[src/rtl/seq_pkg.sv]
// Shared definitions for channel_sequencer.
// Contents:
//   ST_W, state_t  - width and type of a channel state code
//   ST_*           - state codes decoded by the LED logic downstream
//   cnt_width()    - width of the per-channel cycle counters
package seq_pkg;

    localparam int unsigned ST_W = 3;

    typedef logic [ST_W-1:0] state_t;

    localparam state_t ST_IDLE   = 3'b000;
    localparam state_t ST_REQ    = 3'b001;
    localparam state_t ST_ACTIVE = 3'b011;
    localparam state_t ST_DRAIN  = 3'b100;
    localparam state_t ST_FAULT  = 3'b110;

    // Wide enough to hold the largest of the three cycle limits without wrapping.
    function automatic int unsigned cnt_width(input int unsigned act,
                                              input int unsigned drain,
                                              input int unsigned wmax);
        int unsigned m;
        m = (act > drain) ? act : drain;
        if (wmax > m) m = wmax;
        return $clog2(m + 1);
    endfunction

endpackage

[src/rtl/channel_sequencer_if.sv]
// Bus bundle between the controller and its environment.
// Signals:
//   req, stop, fault, clr [1:0] - per-channel controls, bit i is channel i
//   F1, F2 [2:0]                - registered state codes of channel 0 / channel 1
//   busy                        - registered, high while any channel is ACTIVE or DRAIN
// Modports: master (environment side), slave (channel_sequencer side).
interface channel_sequencer_if;

    logic [1:0]              req;
    logic [1:0]              stop;
    logic [1:0]              fault;
    logic [1:0]              clr;
    logic [seq_pkg::ST_W-1:0] F1;
    logic [seq_pkg::ST_W-1:0] F2;
    logic                    busy;

    modport master (
        output req, stop, fault, clr,
        input  F1, F2, busy
    );

    modport slave (
        input  req, stop, fault, clr,
        output F1, F2, busy
    );

endinterface

[src/rtl/channel_sequencer_fsm.sv]
// channel_fsm: one channel's request/active/drain/fault state machine.
// Ports:
//   clk, rst  - clock, synchronous active-high reset
//   req, stop, fault, clr, grant - channel controls and arbiter grant
//   state     - registered state code (the state register itself)
//   in_use    - next state is ACTIVE or DRAIN; the top registers it into busy
// Optional feature: SEQ_WATCHDOG_EN adds a REQ wait counter that faults the
// channel after WAIT_MAX cycles without a grant.
module channel_fsm
    import seq_pkg::*;
#(
    parameter int unsigned ACT_CYCLES   = 8,
    parameter int unsigned DRAIN_CYCLES = 3,
    parameter int unsigned WAIT_MAX     = 16
) (
    input  logic   clk,
    input  logic   rst,
    input  logic   req,
    input  logic   stop,
    input  logic   fault,
    input  logic   clr,
    input  logic   grant,
    output state_t state,
    output logic   in_use
);

    localparam int unsigned CW = cnt_width(ACT_CYCLES, DRAIN_CYCLES, WAIT_MAX);
    localparam logic [CW-1:0] ACT_LOAD   = CW'(ACT_CYCLES - 1);
    localparam logic [CW-1:0] DRAIN_LOAD = CW'(DRAIN_CYCLES - 1);
    localparam logic [CW-1:0] ONE        = CW'(1);

    state_t        r_state;
    state_t        w_state_d;
    logic [CW-1:0] r_cnt;
    logic [CW-1:0] w_cnt_d;
`ifdef SEQ_WATCHDOG_EN
    localparam logic [CW-1:0] WAIT_LAST = CW'(WAIT_MAX - 1);
    logic [CW-1:0] r_wait;
    logic [CW-1:0] w_wait_d;
`endif

    // State register
    always_ff @(posedge clk) begin
        if (rst) begin
            r_state <= ST_IDLE;
            r_cnt   <= '0;
`ifdef SEQ_WATCHDOG_EN
            r_wait  <= '0;
`endif
        end else begin
            r_state <= w_state_d;
            r_cnt   <= w_cnt_d;
`ifdef SEQ_WATCHDOG_EN
            r_wait  <= w_wait_d;
`endif
        end
    end

    // Next-state logic
    always_comb begin
        w_state_d = r_state;
        w_cnt_d   = r_cnt;
`ifdef SEQ_WATCHDOG_EN
        w_wait_d  = r_wait;
`endif
        case (r_state)
            ST_IDLE: begin
                if (fault) begin
                    w_state_d = ST_FAULT;
                end else if (req) begin
                    w_state_d = ST_REQ;
`ifdef SEQ_WATCHDOG_EN
                    w_wait_d  = '0;
`endif
                end
            end
            ST_REQ: begin
                if (fault) begin
                    w_state_d = ST_FAULT;
                end else if (!req) begin
                    w_state_d = ST_IDLE;
                end else if (grant) begin
                    w_state_d = ST_ACTIVE;
                    w_cnt_d   = ACT_LOAD;
`ifdef SEQ_WATCHDOG_EN
                end else if (r_wait == WAIT_LAST) begin
                    w_state_d = ST_FAULT;
                end else begin
                    w_wait_d  = r_wait + ONE;
`endif
                end
            end
            ST_ACTIVE: begin
                if (fault) begin
                    w_state_d = ST_FAULT;
                    w_cnt_d   = '0;
                end else if (stop || (r_cnt == '0)) begin
                    w_state_d = ST_DRAIN;
                    w_cnt_d   = DRAIN_LOAD;
                end else begin
                    w_cnt_d   = r_cnt - ONE;
                end
            end
            ST_DRAIN: begin
                // Fault is deliberately ignored so the actuator always finishes draining.
                if (r_cnt == '0) begin
                    w_state_d = ST_IDLE;
                end else begin
                    w_cnt_d   = r_cnt - ONE;
                end
            end
            ST_FAULT: begin
                if (clr) w_state_d = ST_IDLE;
            end
            default: begin
                w_state_d = ST_IDLE;
                w_cnt_d   = '0;
            end
        endcase
    end

    // Outputs
    always_comb begin
        state  = r_state;
        in_use = (w_state_d == ST_ACTIVE) || (w_state_d == ST_DRAIN);
    end

endmodule

[src/rtl/channel_sequencer.sv]
// channel_sequencer: two-channel controller sharing one actuator.
// Ports:
//   clk, rst - clock, synchronous active-high reset
//   bus      - channel_sequencer_if.slave (req/stop/fault/clr in, F1/F2/busy out)
// Holds two channel_fsm instances, the round-robin arbiter, last_served and busy.
// Optional feature: SEQ_WATCHDOG_EN (REQ watchdog inside each channel_fsm).
module channel_sequencer
    import seq_pkg::*;
#(
    parameter int unsigned ACT_CYCLES   = 8,
    parameter int unsigned DRAIN_CYCLES = 3,
    parameter int unsigned WAIT_MAX     = 16
) (
    input  logic                clk,
    input  logic                rst,
    channel_sequencer_if.slave  bus
);

    state_t     w_state [2];
    logic [1:0] w_in_use;
    logic [1:0] w_grant;
    logic       w_free;
    logic       r_last_served;
    logic       r_busy;

    for (genvar i = 0; i < 2; i++) begin : g_ch
        channel_fsm #(
            .ACT_CYCLES   (ACT_CYCLES),
            .DRAIN_CYCLES (DRAIN_CYCLES),
            .WAIT_MAX     (WAIT_MAX)
        ) u_ch (
            .clk    (clk),
            .rst    (rst),
            .req    (bus.req[i]),
            .stop   (bus.stop[i]),
            .fault  (bus.fault[i]),
            .clr    (bus.clr[i]),
            .grant  (w_grant[i]),
            .state  (w_state[i]),
            .in_use (w_in_use[i])
        );
    end

    // Arbiter works on current states, so a channel leaving DRAIN frees the
    // actuator only from the following edge onward.
    always_comb begin
        w_free = (w_state[0] != ST_ACTIVE) && (w_state[0] != ST_DRAIN) &&
                 (w_state[1] != ST_ACTIVE) && (w_state[1] != ST_DRAIN);
        w_grant[0] = w_free && (w_state[0] == ST_REQ) &&
                     ((w_state[1] != ST_REQ) || (r_last_served != 1'b0));
        w_grant[1] = w_free && (w_state[1] == ST_REQ) &&
                     ((w_state[0] != ST_REQ) || (r_last_served != 1'b1));
    end

    // last_served only moves when the grant actually takes the channel to ACTIVE.
    always_ff @(posedge clk) begin
        if (rst) begin
            r_last_served <= 1'b1;
            r_busy        <= 1'b0;
        end else begin
            if (w_grant[0] && bus.req[0] && !bus.fault[0]) begin
                r_last_served <= 1'b0;
            end else if (w_grant[1] && bus.req[1] && !bus.fault[1]) begin
                r_last_served <= 1'b1;
            end
            r_busy <= |w_in_use;
        end
    end

    assign bus.F1   = w_state[0];
    assign bus.F2   = w_state[1];
    assign bus.busy = r_busy;

endmodule

[src/flat_wrapper.sv]
// flat-port wrapper written by rule: the top's interface ports become plain ports
module channel_sequencer_flat import seq_pkg::*;
#(
    parameter int unsigned ACT_CYCLES   = 8,
    parameter int unsigned DRAIN_CYCLES = 3,
    parameter int unsigned WAIT_MAX     = 16
)
  (clk, rst, bus_req, bus_stop, bus_fault, bus_clr, bus_F1, bus_F2, bus_busy);
  channel_sequencer_if bus_i ();
  input  logic clk;
  input  logic rst;
  input wire logic [$bits(bus_i.req)-1:0] bus_req;
  input wire logic [$bits(bus_i.stop)-1:0] bus_stop;
  input wire logic [$bits(bus_i.fault)-1:0] bus_fault;
  input wire logic [$bits(bus_i.clr)-1:0] bus_clr;
  output wire logic [$bits(bus_i.F1)-1:0] bus_F1;
  output wire logic [$bits(bus_i.F2)-1:0] bus_F2;
  output wire logic [$bits(bus_i.busy)-1:0] bus_busy;
  assign bus_i.req = bus_req;
  assign bus_i.stop = bus_stop;
  assign bus_i.fault = bus_fault;
  assign bus_i.clr = bus_clr;
  assign bus_F1 = bus_i.F1;
  assign bus_F2 = bus_i.F2;
  assign bus_busy = bus_i.busy;
  channel_sequencer #(.ACT_CYCLES(ACT_CYCLES), .DRAIN_CYCLES(DRAIN_CYCLES), .WAIT_MAX(WAIT_MAX)) u_core (.clk(clk), .rst(rst), .bus(bus_i));
endmodule
[config.mk]
export PLATFORM = sky130hd
export DESIGN_NAME = channel_sequencer_flat
export DESIGN_NICKNAME = d
export VERILOG_FILES = /design/src/rtl/seq_pkg.sv /design/src/rtl/channel_sequencer_if.sv /design/src/rtl/channel_sequencer_fsm.sv /design/src/rtl/channel_sequencer.sv /design/src/flat_wrapper.sv
export SDC_FILE = /design/constraint.sdc
export NUM_CORES = 1
export LEC_CHECK = 0
export CORE_MARGIN = 8
export CORE_UTILIZATION = 50
export DETAILED_ROUTE_END_ITERATION = 12
export DONT_BUFFER_PORTS = 1
export PLACE_DENSITY = 0.68
export SYNTH_ARGS = -nofsm -noshare
export SYNTH_HDL_FRONTEND = slang
export SYNTH_SLANG_ARGS = --single-unit
[constraint.sdc]
create_clock -name clk -period 2.08 [get_ports clk]
set_input_delay 0.208 -clock clk [delete_from_list [all_inputs] [get_ports clk]]
set_output_delay 0.208 -clock clk [all_outputs]
set_load 0.05 [all_outputs]
==> metrics.md, run 1 <==
| Metric | Value |
|---|---|
| Total Nets Final | 190 |
| Dominant register cell in the synthesized netlist | sky130_fd_sc_hd__dfxtp_1 |
| Count of non-filler cells in the finished layout | just over 200 |
| Post-detailed-route wirelength per cell | roughly 16 um |
| Worst hold path startpoint | rst |
| Post-detailed-routing wire length | about 3400 um |
| DRT Pass-1 Iters | 4 |
| Number of buffers added by the clock tree synthesis step | 3 |
| Die Outline Area | 4590 sq um |
| Worst clock skew | ~0.0010 ns |
| Post-DP HPWL | approximately 2400 um |
| Hold violation count in the final report | 0 |
| Wire length of the first global-routing pass | approximately 5600 um |
| Terminus of the critical flop-to-flop path | u_core.g_ch[1].u_ch.r_cnt[2] |
| Max-cap check violation count | 0 |
| Flop-to-flop setup slack | between 0.1 and 0.15 ns |
| Maximum buffer depth of the clock tree | 2 |
| Antenna violations before repair | 0 |
| Worst hold slack across all endpoints | around 0.036 ns |
| Hold Path Stages | 1 |
| Initial core utilization | between 50% and 60% |
| Proportion of synthesized chip area in sequential cells | between 20% and 30% |
| Placed Cells | between 150 and 200 |
| Static power due to leakage | between 0.5 and 0.6 nW |
| Post-detailed-route count of antenna-violating nets | 0 |
| Worst endpoint required time | 2.25 ns |
| Achievable clock frequency | a little over 0.5 GHz |
| Number of instances in the synthesized netlist | 163 |
| Gr ovfl total | 0 |
| Largest fanout on the critical path | 7 |
| Worst reg-to-reg path cell count | 7 |
| Synthesized cell area | around 1300 sq um |
| Library cell occupying the most area in the post-synthesis netlist | sky130_fd_sc_hd__dfxtp_1 |
| Critical path startpoint category | register |
| Clock latency reported for the late side of the worst-skew pair | 0.29 ns |
| Post-layout min period | around 2.0 ns |
| Top cell type's share of synthesized area | between 20% and 30% |
| CP endpoint kind | register |
| Boundary pin count | 17 |
| Post-route fraction of the period consumed by the critical path | 94.3% |
| Global placer's final weighted congestion | 0.857 |
| Highest ir drop seen on vdd | a little under 0.0005 V |
| Reg2reg start | u_core.g_ch[1].u_ch.r_cnt[0] |
| Flip-flop and latch count after synthesis | 18 |
| Total global routing track utilization | ~15% |
| Number of warning messages in the yosys log | 0 |
| Crit path arrival time | ~2.1 ns |
| Remaining routing DRC violations | 0 |
| Count of final setup violators | 0 |
| Share of final-layout standard cells stronger than drive strength 1 | between 15 and 20% |
| Cell row count | 18 |
| Status | finished clean |
| Clk Tree Root Cell | sky130_fd_sc_hd__clkbuf_4 |
| Number of clock sinks | 18 |
| Pin count of the biggest net entering global routing | 16 |
| Type of the setup path with the least slack | register to register |
| Unrepaired setup endpoints after global routing | yes |
| Vert. Die Dim | a little under 70 um |
| Die width | between 60 and 70 um |
| Clock H-tree levels | 1 |
| Port Buffer Count | 0 |
| Reg clk slew, reported paths | 0.11 ns |
| Max-slew violation count | 0 |
| End point of the worst hold path | u_core.bus.busy |
| Syn Area/Cell | 8.22 sq um |
| Post-detailed-route via-to-cell ratio | ~6.3 |
| Slew margin rel. | between 50% and 60% |
| Core box area | roughly 2500 sq um |
| Most common library cell in the layout ignoring fill and taps | sky130_fd_sc_hd__dfxtp_1 |
| Vias in the first global route | around 1200 |
| Via Count | around 1300 |
| Mapped Nets | around 180 |
| Worst min-delay path category | input pin to register |
| Most frequent cells in the layout | sky130_fd_sc_hd__dfxtp_1 (17), sky130_fd_sc_hd__buf_4 (13), sky130_fd_sc_hd__nand2_1 (12), sky130_fd_sc_hd__a21oi_1 (12), sky130_fd_sc_hd__nor2_1 (12) |
| Async set or reset register ratio after synthesis | 0% |
| Synth unique cells | between 50 and 60 |
| Total Power | roughly 1.2 mW |
| Area growth, synth to finish | 13.6% |
| TritonCTS clock tree | yes |
| Slew of the pin with the lowest slew margin | approximately 0.62 ns |
| 1st-iter DRT viols | 114 |
| EDFF count, synth | 0 |
| Power Dens Cells | roughly 790 nW/um^2 |
| Diodes inserted | 0 |
| Top cells by area, synth | sky130_fd_sc_hd__dfxtp_1 (27%), sky130_fd_sc_hd__nand2b_1 (4.7%), sky130_fd_sc_hd__a21oi_1 (4.5%), sky130_fd_sc_hd__ha_1 (3.7%), sky130_fd_sc_hd__a211oi_1 (3.4%) |
-- cell type report --
class,count,area (sq um)
clock buffers,4,36.3
multi-input cells,128,920
flip-flops and latches,18,362
repair buffers,17,138
inverters,8,30.0
well taps,30,37.5
fillers,226,977
-- what timing repair did --
item / 4_1_cts / 5_1_grt
setup buffers: 0 / 2
gates resized for setup: 0 / 4
setup endpoints to repair: 0 / 3
hold buffers: 3 / 1
endpoints found under the hold margin: 15 / 2
-- power breakdown --
part           internal [mW]  switching [mW]  total [mW]
sequential             0.387          0.0744       0.461
clock                  0.107           0.118       0.225
combinational          0.223           0.302       0.525
total                  0.716           0.494        1.21
-- per-stage QoR --
step                      utilization [%]  instance area, sq um  setup slack [ns]  setup TNS [ns]
final                                60.9                  1520             0.119               0
after global routing                 60.9                  1520           -0.0417         -0.0687
after CTS                            59.3                  1480            0.0678               0
after detailed placement             56.6                  1420            0.0937               0
after global placement               56.6                  1420             0.258               0
after floorplan                         -                  1340            0.0363               0
-- cells by family (layout without fill, tap and decap cells) --
| family | after synthesis | after routing | share of synthesized area (%) |
|---|---|---|---|
| flip-flops | 18 | 18 | 26.9 |
| AO/OA/AOI/OAI | 53 | 53 | 30.6 |
| XOR/XNOR | 1 | 1 | 0.654 |
| multiplexers | 3 | 3 | 2.24 |
| adder cells (fa/ha/maj) | 4 | 4 | 3.73 |
| AND/OR/NAND/NOR | 67 | 67 | 30.2 |
| buffers and inverters | 17 | 29 | 5.70 |
-- worst max-delay path by stage --
stage | from | to | slack, ns | depth (start not counted)
detailed placement | u_core.g_ch[1].u_ch.r_cnt[0] | u_core.bus.busy | 0.09 | 7
global placement | u_core.g_ch[1].u_ch.r_cnt[0] | u_core.bus.busy | 0.26 | 7
finish | u_core.g_ch[1].u_ch.r_cnt[0] | u_core.g_ch[1].u_ch.r_cnt[2] | 0.12 | 7
global route | u_core.g_ch[1].u_ch.r_cnt[0] | u_core.g_ch[1].u_ch.r_cnt[2] | -0.04 | 7
CTS | u_core.g_ch[1].u_ch.r_cnt[0] | u_core.bus.busy | 0.07 | 7
floorplan | u_core.g_ch[1].u_ch.state[0] | u_core.bus.busy | 0.04 | 6
-- cells in the mapped netlist, types with 2 or more instances --
library cell                 n
sky130_fd_sc_hd__a2111oi_2   2
sky130_fd_sc_hd__a311oi_1    2
sky130_fd_sc_hd__a21oi_1    12
sky130_fd_sc_hd__a221oi_1    2
sky130_fd_sc_hd__o22ai_1     3
sky130_fd_sc_hd__nand2b_1   10
sky130_fd_sc_hd__nor4_1      2
sky130_fd_sc_hd__or4b_1      2
sky130_fd_sc_hd__ha_1        4
sky130_fd_sc_hd__dfxtp_1    18
sky130_fd_sc_hd__nand2_1    12
sky130_fd_sc_hd__and2_1      2
sky130_fd_sc_hd__nor2b_1     2
sky130_fd_sc_hd__a211oi_1    6
sky130_fd_sc_hd__o21ai_0     4
sky130_fd_sc_hd__nand3b_1    4
sky130_fd_sc_hd__inv_1       8
sky130_fd_sc_hd__o21bai_1    2
sky130_fd_sc_hd__nor3b_1     4
sky130_fd_sc_hd__clkbuf_1    3
sky130_fd_sc_hd__a31oi_1     4
sky130_fd_sc_hd__nand3_1     2
sky130_fd_sc_hd__nor2_1     12
sky130_fd_sc_hd__mux2i_1     3
sky130_fd_sc_hd__buf_2       4
sky130_fd_sc_hd__nor3_1      6
-- flip-flops by register name, summed over array words and instances, names as in the netlist --
register                cells
u_core.g_ch.u_ch.state      6
u_core.g_ch.u_ch.r_cnt     10
u_core.bus.busy             1
u_core.r_last_served        1
-- layer usage --
| layer | global-route usage [%] | up-vias | share of wire [%] |
|---|---|---|---|
| met2 | 23.2 | 41 | 45 |
| met1 | 19.5 | 610 | 48 |
| met5 | 0 | - | 0 |
| li1 | - | 639 | - |
| met4 | 5.12 | 0 | 0.86 |
| met3 | 4.47 | 4 | 6.0 |
-- worst max-delay path, cell delays in order (launching register included) --
cell	delay, ns
sky130_fd_sc_hd__dfxtp_1	0.34
sky130_fd_sc_hd__inv_1	0.11
sky130_fd_sc_hd__ha_1	0.18
sky130_fd_sc_hd__nor4b_4	0.40
sky130_fd_sc_hd__o21ai_1	0.18
sky130_fd_sc_hd__a21oi_2	0.31
sky130_fd_sc_hd__mux2i_1	0.23
sky130_fd_sc_hd__a21oi_1	0.08
Power figures use the tool's default switching activity.
==> run 2, diff against run 1 <==
Settings changed: ABC_AREA set to 0.
Clock period 2.08 ns to 2.1 ns, I/O delays scaled along.
==> metrics.md, run 2 (synthesis results as in run 1) <==
| Metric | Value |
|---|---|
| Status | finished clean |
| Hold violation count in the final report | 0 (unchanged) |
| Share of final-layout standard cells stronger than drive strength 1 | 15.5% (-1.6 points) |
| Number of buffers added by the clock tree synthesis step | 3 (unchanged) |
| Number of clock sinks | 18 (unchanged) |
| Gr ovfl total | 0 (unchanged) |
| Final-layout fill cell count | 227 (+0.44%) |
| Die Outline Area | 4590 sq um (unchanged) |
| Unrepaired setup endpoints after global routing | yes |
| Highest ir drop seen on vdd | 0.000478 V (-0.49%) |
| Clock H-tree levels | 1 (unchanged) |
| Antenna violations before repair | 0 (unchanged) |
| Comb power frac | 42.6% (-0.7 points) |
| Post-layout utilization of the core | 59.9% (-1.1 points) |
| Post-cts hold buffer count | 3 (unchanged) |
| Post-detailed-routing wire length | 3260 um (-2.9%) |
| Static power due to leakage | 0.555 nW (-1.3%) |
| CP endpoint kind | register |
| Critical path startpoint category | register |
| Vias in the first global route | 1225 (unchanged) |
| Register with the highest flop count | u_core.g_ch.u_ch.r_cnt |
| Total negative setup slack | 0 ns (unchanged) |
| Most common library cell in the layout ignoring fill and taps | sky130_fd_sc_hd__dfxtp_1 |
| Reg clk slew, reported paths | 0.11 ns (about the same) |
| Final design area excluding fillers | 1500 sq um (-1.7%) |
| Internal Dissipation | 0.704 mW (-1.7%) |
| Area taken by multi-input logic gates | 903 sq um (-1.8%) |
| Most frequent cells in the layout | sky130_fd_sc_hd__dfxtp_1 (17), sky130_fd_sc_hd__buf_4 (13), sky130_fd_sc_hd__nand2_1 (12), sky130_fd_sc_hd__a21oi_1 (12), sky130_fd_sc_hd__nor2_1 (12) |
| Boundary pin count | 17 (unchanged) |
| Worst min-delay path category | input pin to register |
| Crit path arrival time | 2.25 ns (+0.12 ns) |
| Worst endpoint required time | 2.31 ns (+0.06 ns) |
| Largest fanout on the critical path | 7 (unchanged) |
| Pin count of the biggest net entering global routing | 16 (unchanged) |
| Type of the setup path with the least slack | register to register |
| Post-cts sizing count | 0 (unchanged) |
| Area of all sequential standard cells | 362 sq um (unchanged) |
| Worst slack, placed | 0.114 ns (+0.0200 ns) |
| Post-DP HPWL | 2430 um (unchanged) |
| List of cells traversed by the critical path | inv_1 > ha_1 > nor4b_4 > nor3_1 > o221ai_1 > or4b_1 > o311ai_1 |
| Port Buffer Count | 0 (unchanged) |
| Max reg flops | 10 (unchanged) |
| Wire length of the first global-routing pass | 5550 um (unchanged) |
| Remaining routing DRC violations | 0 (unchanged) |
| Count of final setup violators | 0 (unchanged) |
| Die width | 67.8 um (unchanged) |
| Max-slew violation count | 0 (unchanged) |
| Cell row count | 18 (unchanged) |
| Achievable clock frequency | 0.490 GHz (-3.9%) |
| Total global routing track utilization | 15.0% (unchanged) |
| CP max stage delay | 0.57 ns (+0.17 ns) |
| Final setup slack of the worst path | 0.0606 ns (-0.0586 ns) |
| 1st-iter DRT viols | 120 (+5.3%) |
| Net Sw Power | 0.479 mW (-3.0%) |
| Share of power burned in the clock network | 18.8% (+0.2 points) |
| Area growth, synth to finish | 11.7% |
| Global placer's final weighted congestion | 0.857 (unchanged) |
| Switching part of the total power | 40.5% (-0.34 points) |
| Via Count | 1286 (-0.62%) |
| Initial core utilization | 53.6% (unchanged) |
| Post-detailed-route count of antenna-violating nets | 0 (unchanged) |
| Clk Tree Root Cell | sky130_fd_sc_hd__clkbuf_4 |
| Total Nets Final | 189 (-0.53%) |
| Critical path's top delay family | simple AND/OR/NAND/NOR gates |
| Core box area | 2500 sq um (unchanged) |
| Vert. Die Dim | 67.8 um (unchanged) |
| Post-detailed-route via-to-cell ratio | 6.30 (-0.13%) |
| Power Dens Cells | 791 nW/um^2 (-0.52%) |
| Max-cap check violation count | 0 (unchanged) |
| Maximum buffer depth of the clock tree | 2 (unchanged) |
| Clock latency reported for the late side of the worst-skew pair | 0.29 ns (about the same) |
| TritonCTS clock tree | yes |
| Slew margin rel. | 59.9% (+1.1 points) |
| Worst hold slack across all endpoints | 0.0136 ns (-0.0222 ns) |
| Post-layout min period | 2.04 ns (+0.0786 ns) |
| Placed instance area | 1420 sq um (unchanged) |
| Post-route fraction of the period consumed by the critical path | 97.1% (+2.8 points) |
| Worst clock skew | 0.00280 ns (+0.00177 ns) |
| Post-detailed-route wirelength per cell | 16.0 um (-2.5%) |
| Diodes inserted | 0 (unchanged) |
| Combined buffer and inverter count along the critical path | 1 (unchanged) |
| Share of total power in sequential cells | 38.6% (+0.5 points) |
| Library cell contributing the largest single delay on the critical path | sky130_fd_sc_hd__or4b_1 |
| DRT Pass-1 Iters | 4 (unchanged) |
| Slew of the pin with the lowest slew margin | 0.599 ns (-0.0171 ns) |
[run 2: changes by cell type in the layout (fill, tap and decap cells not counted)]
| cell | previous run | this run |
|---|---|---|
| sky130_fd_sc_hd__a211oi_1 | 5 | 6 |
| sky130_fd_sc_hd__a211oi_2 | 1 | 0 |
| sky130_fd_sc_hd__dlygate4sd3_1 | 4 | 3 |
| sky130_fd_sc_hd__nor3_1 | 5 | 6 |
| sky130_fd_sc_hd__nor3_2 | 1 | 0 |
| sky130_fd_sc_hd__o21ai_0 | 3 | 4 |
| sky130_fd_sc_hd__o21ai_1 | 1 | 0 |
| sky130_fd_sc_hd__o221ai_1 | 0 | 1 |
| sky130_fd_sc_hd__o221ai_2 | 1 | 0 |
[run 2: worst reg2reg max path, cell delays in order (launching register included)]
cell and delay, ns:
sky130_fd_sc_hd__dfxtp_1 0.36, sky130_fd_sc_hd__inv_1 0.09, sky130_fd_sc_hd__ha_1 0.21, sky130_fd_sc_hd__nor4b_4 0.15
sky130_fd_sc_hd__nor3_1 0.24, sky130_fd_sc_hd__o221ai_1 0.23, sky130_fd_sc_hd__or4b_1 0.57, sky130_fd_sc_hd__o311ai_1 0.10
[run 2: path summary, 6_finish.rpt]
| check | from | to | slack [ns] | depth (start not counted) |
|---|---|---|---|---|
| min | rst | u_core.r_last_served | 0.01 | 1 |
| max reg2reg | u_core.g_ch[1].u_ch.r_cnt[0] | u_core.bus.busy | 0.06 | 7 |
| max | u_core.g_ch[1].u_ch.r_cnt[0] | u_core.bus.busy | 0.06 | 7 |
| min reg2reg | u_core.g_ch[0].u_ch.r_cnt[1] | u_core.g_ch[0].u_ch.r_cnt[1] | 0.53 | 2 |
[run 2: routing by layer]
| metal | share of wire, % | routed length, um | track usage, % |
|---|---|---|---|
| met3 | 6.7 | 217 | 4.47 |
| met1 | 48 | 1570 | 19.5 |
| met4 | 0.89 | 29 | 5.12 |
| met5 | 0 | 0 | 0 |
| met2 | 44 | 1440 | 23.2 |
[run 2: layout make-up]
class                           count  area share, %
Inverter                            8           2.01
Sequential cell                    18           24.2
Tap cell                           30           2.51
Timing Repair Buffer               16           8.53
Clock buffer                        4           2.42
Multi-Input combinational cell    128           60.4
[run 2: stage by stage]
stage	cells	power, mW
6_report	204	1.18
5_1_grt	204	1.27
4_1_cts	202	1.17
3_5_place_dp	195	0.943
3_3_place_gp	195	0.931
2_1_floorplan	163	0.842
[run 2: timing repair]
action / 4_1_cts / 5_1_grt
setup endpoints to repair: 0 / 3
hold endpoints to repair: 15 / 2
setup buffers: 0 / 2
[run 2: power by group through the flow]
stage	Combinational, mW	Sequential (mW)	Clock [mW]
floorplan	0.355	0.486	0
global placement	0.469	0.461	0
detailed placement	0.479	0.464	0
CTS	0.491	0.456	0.225
global route	0.561	0.464	0.242
finish	0.504	0.457	0.223
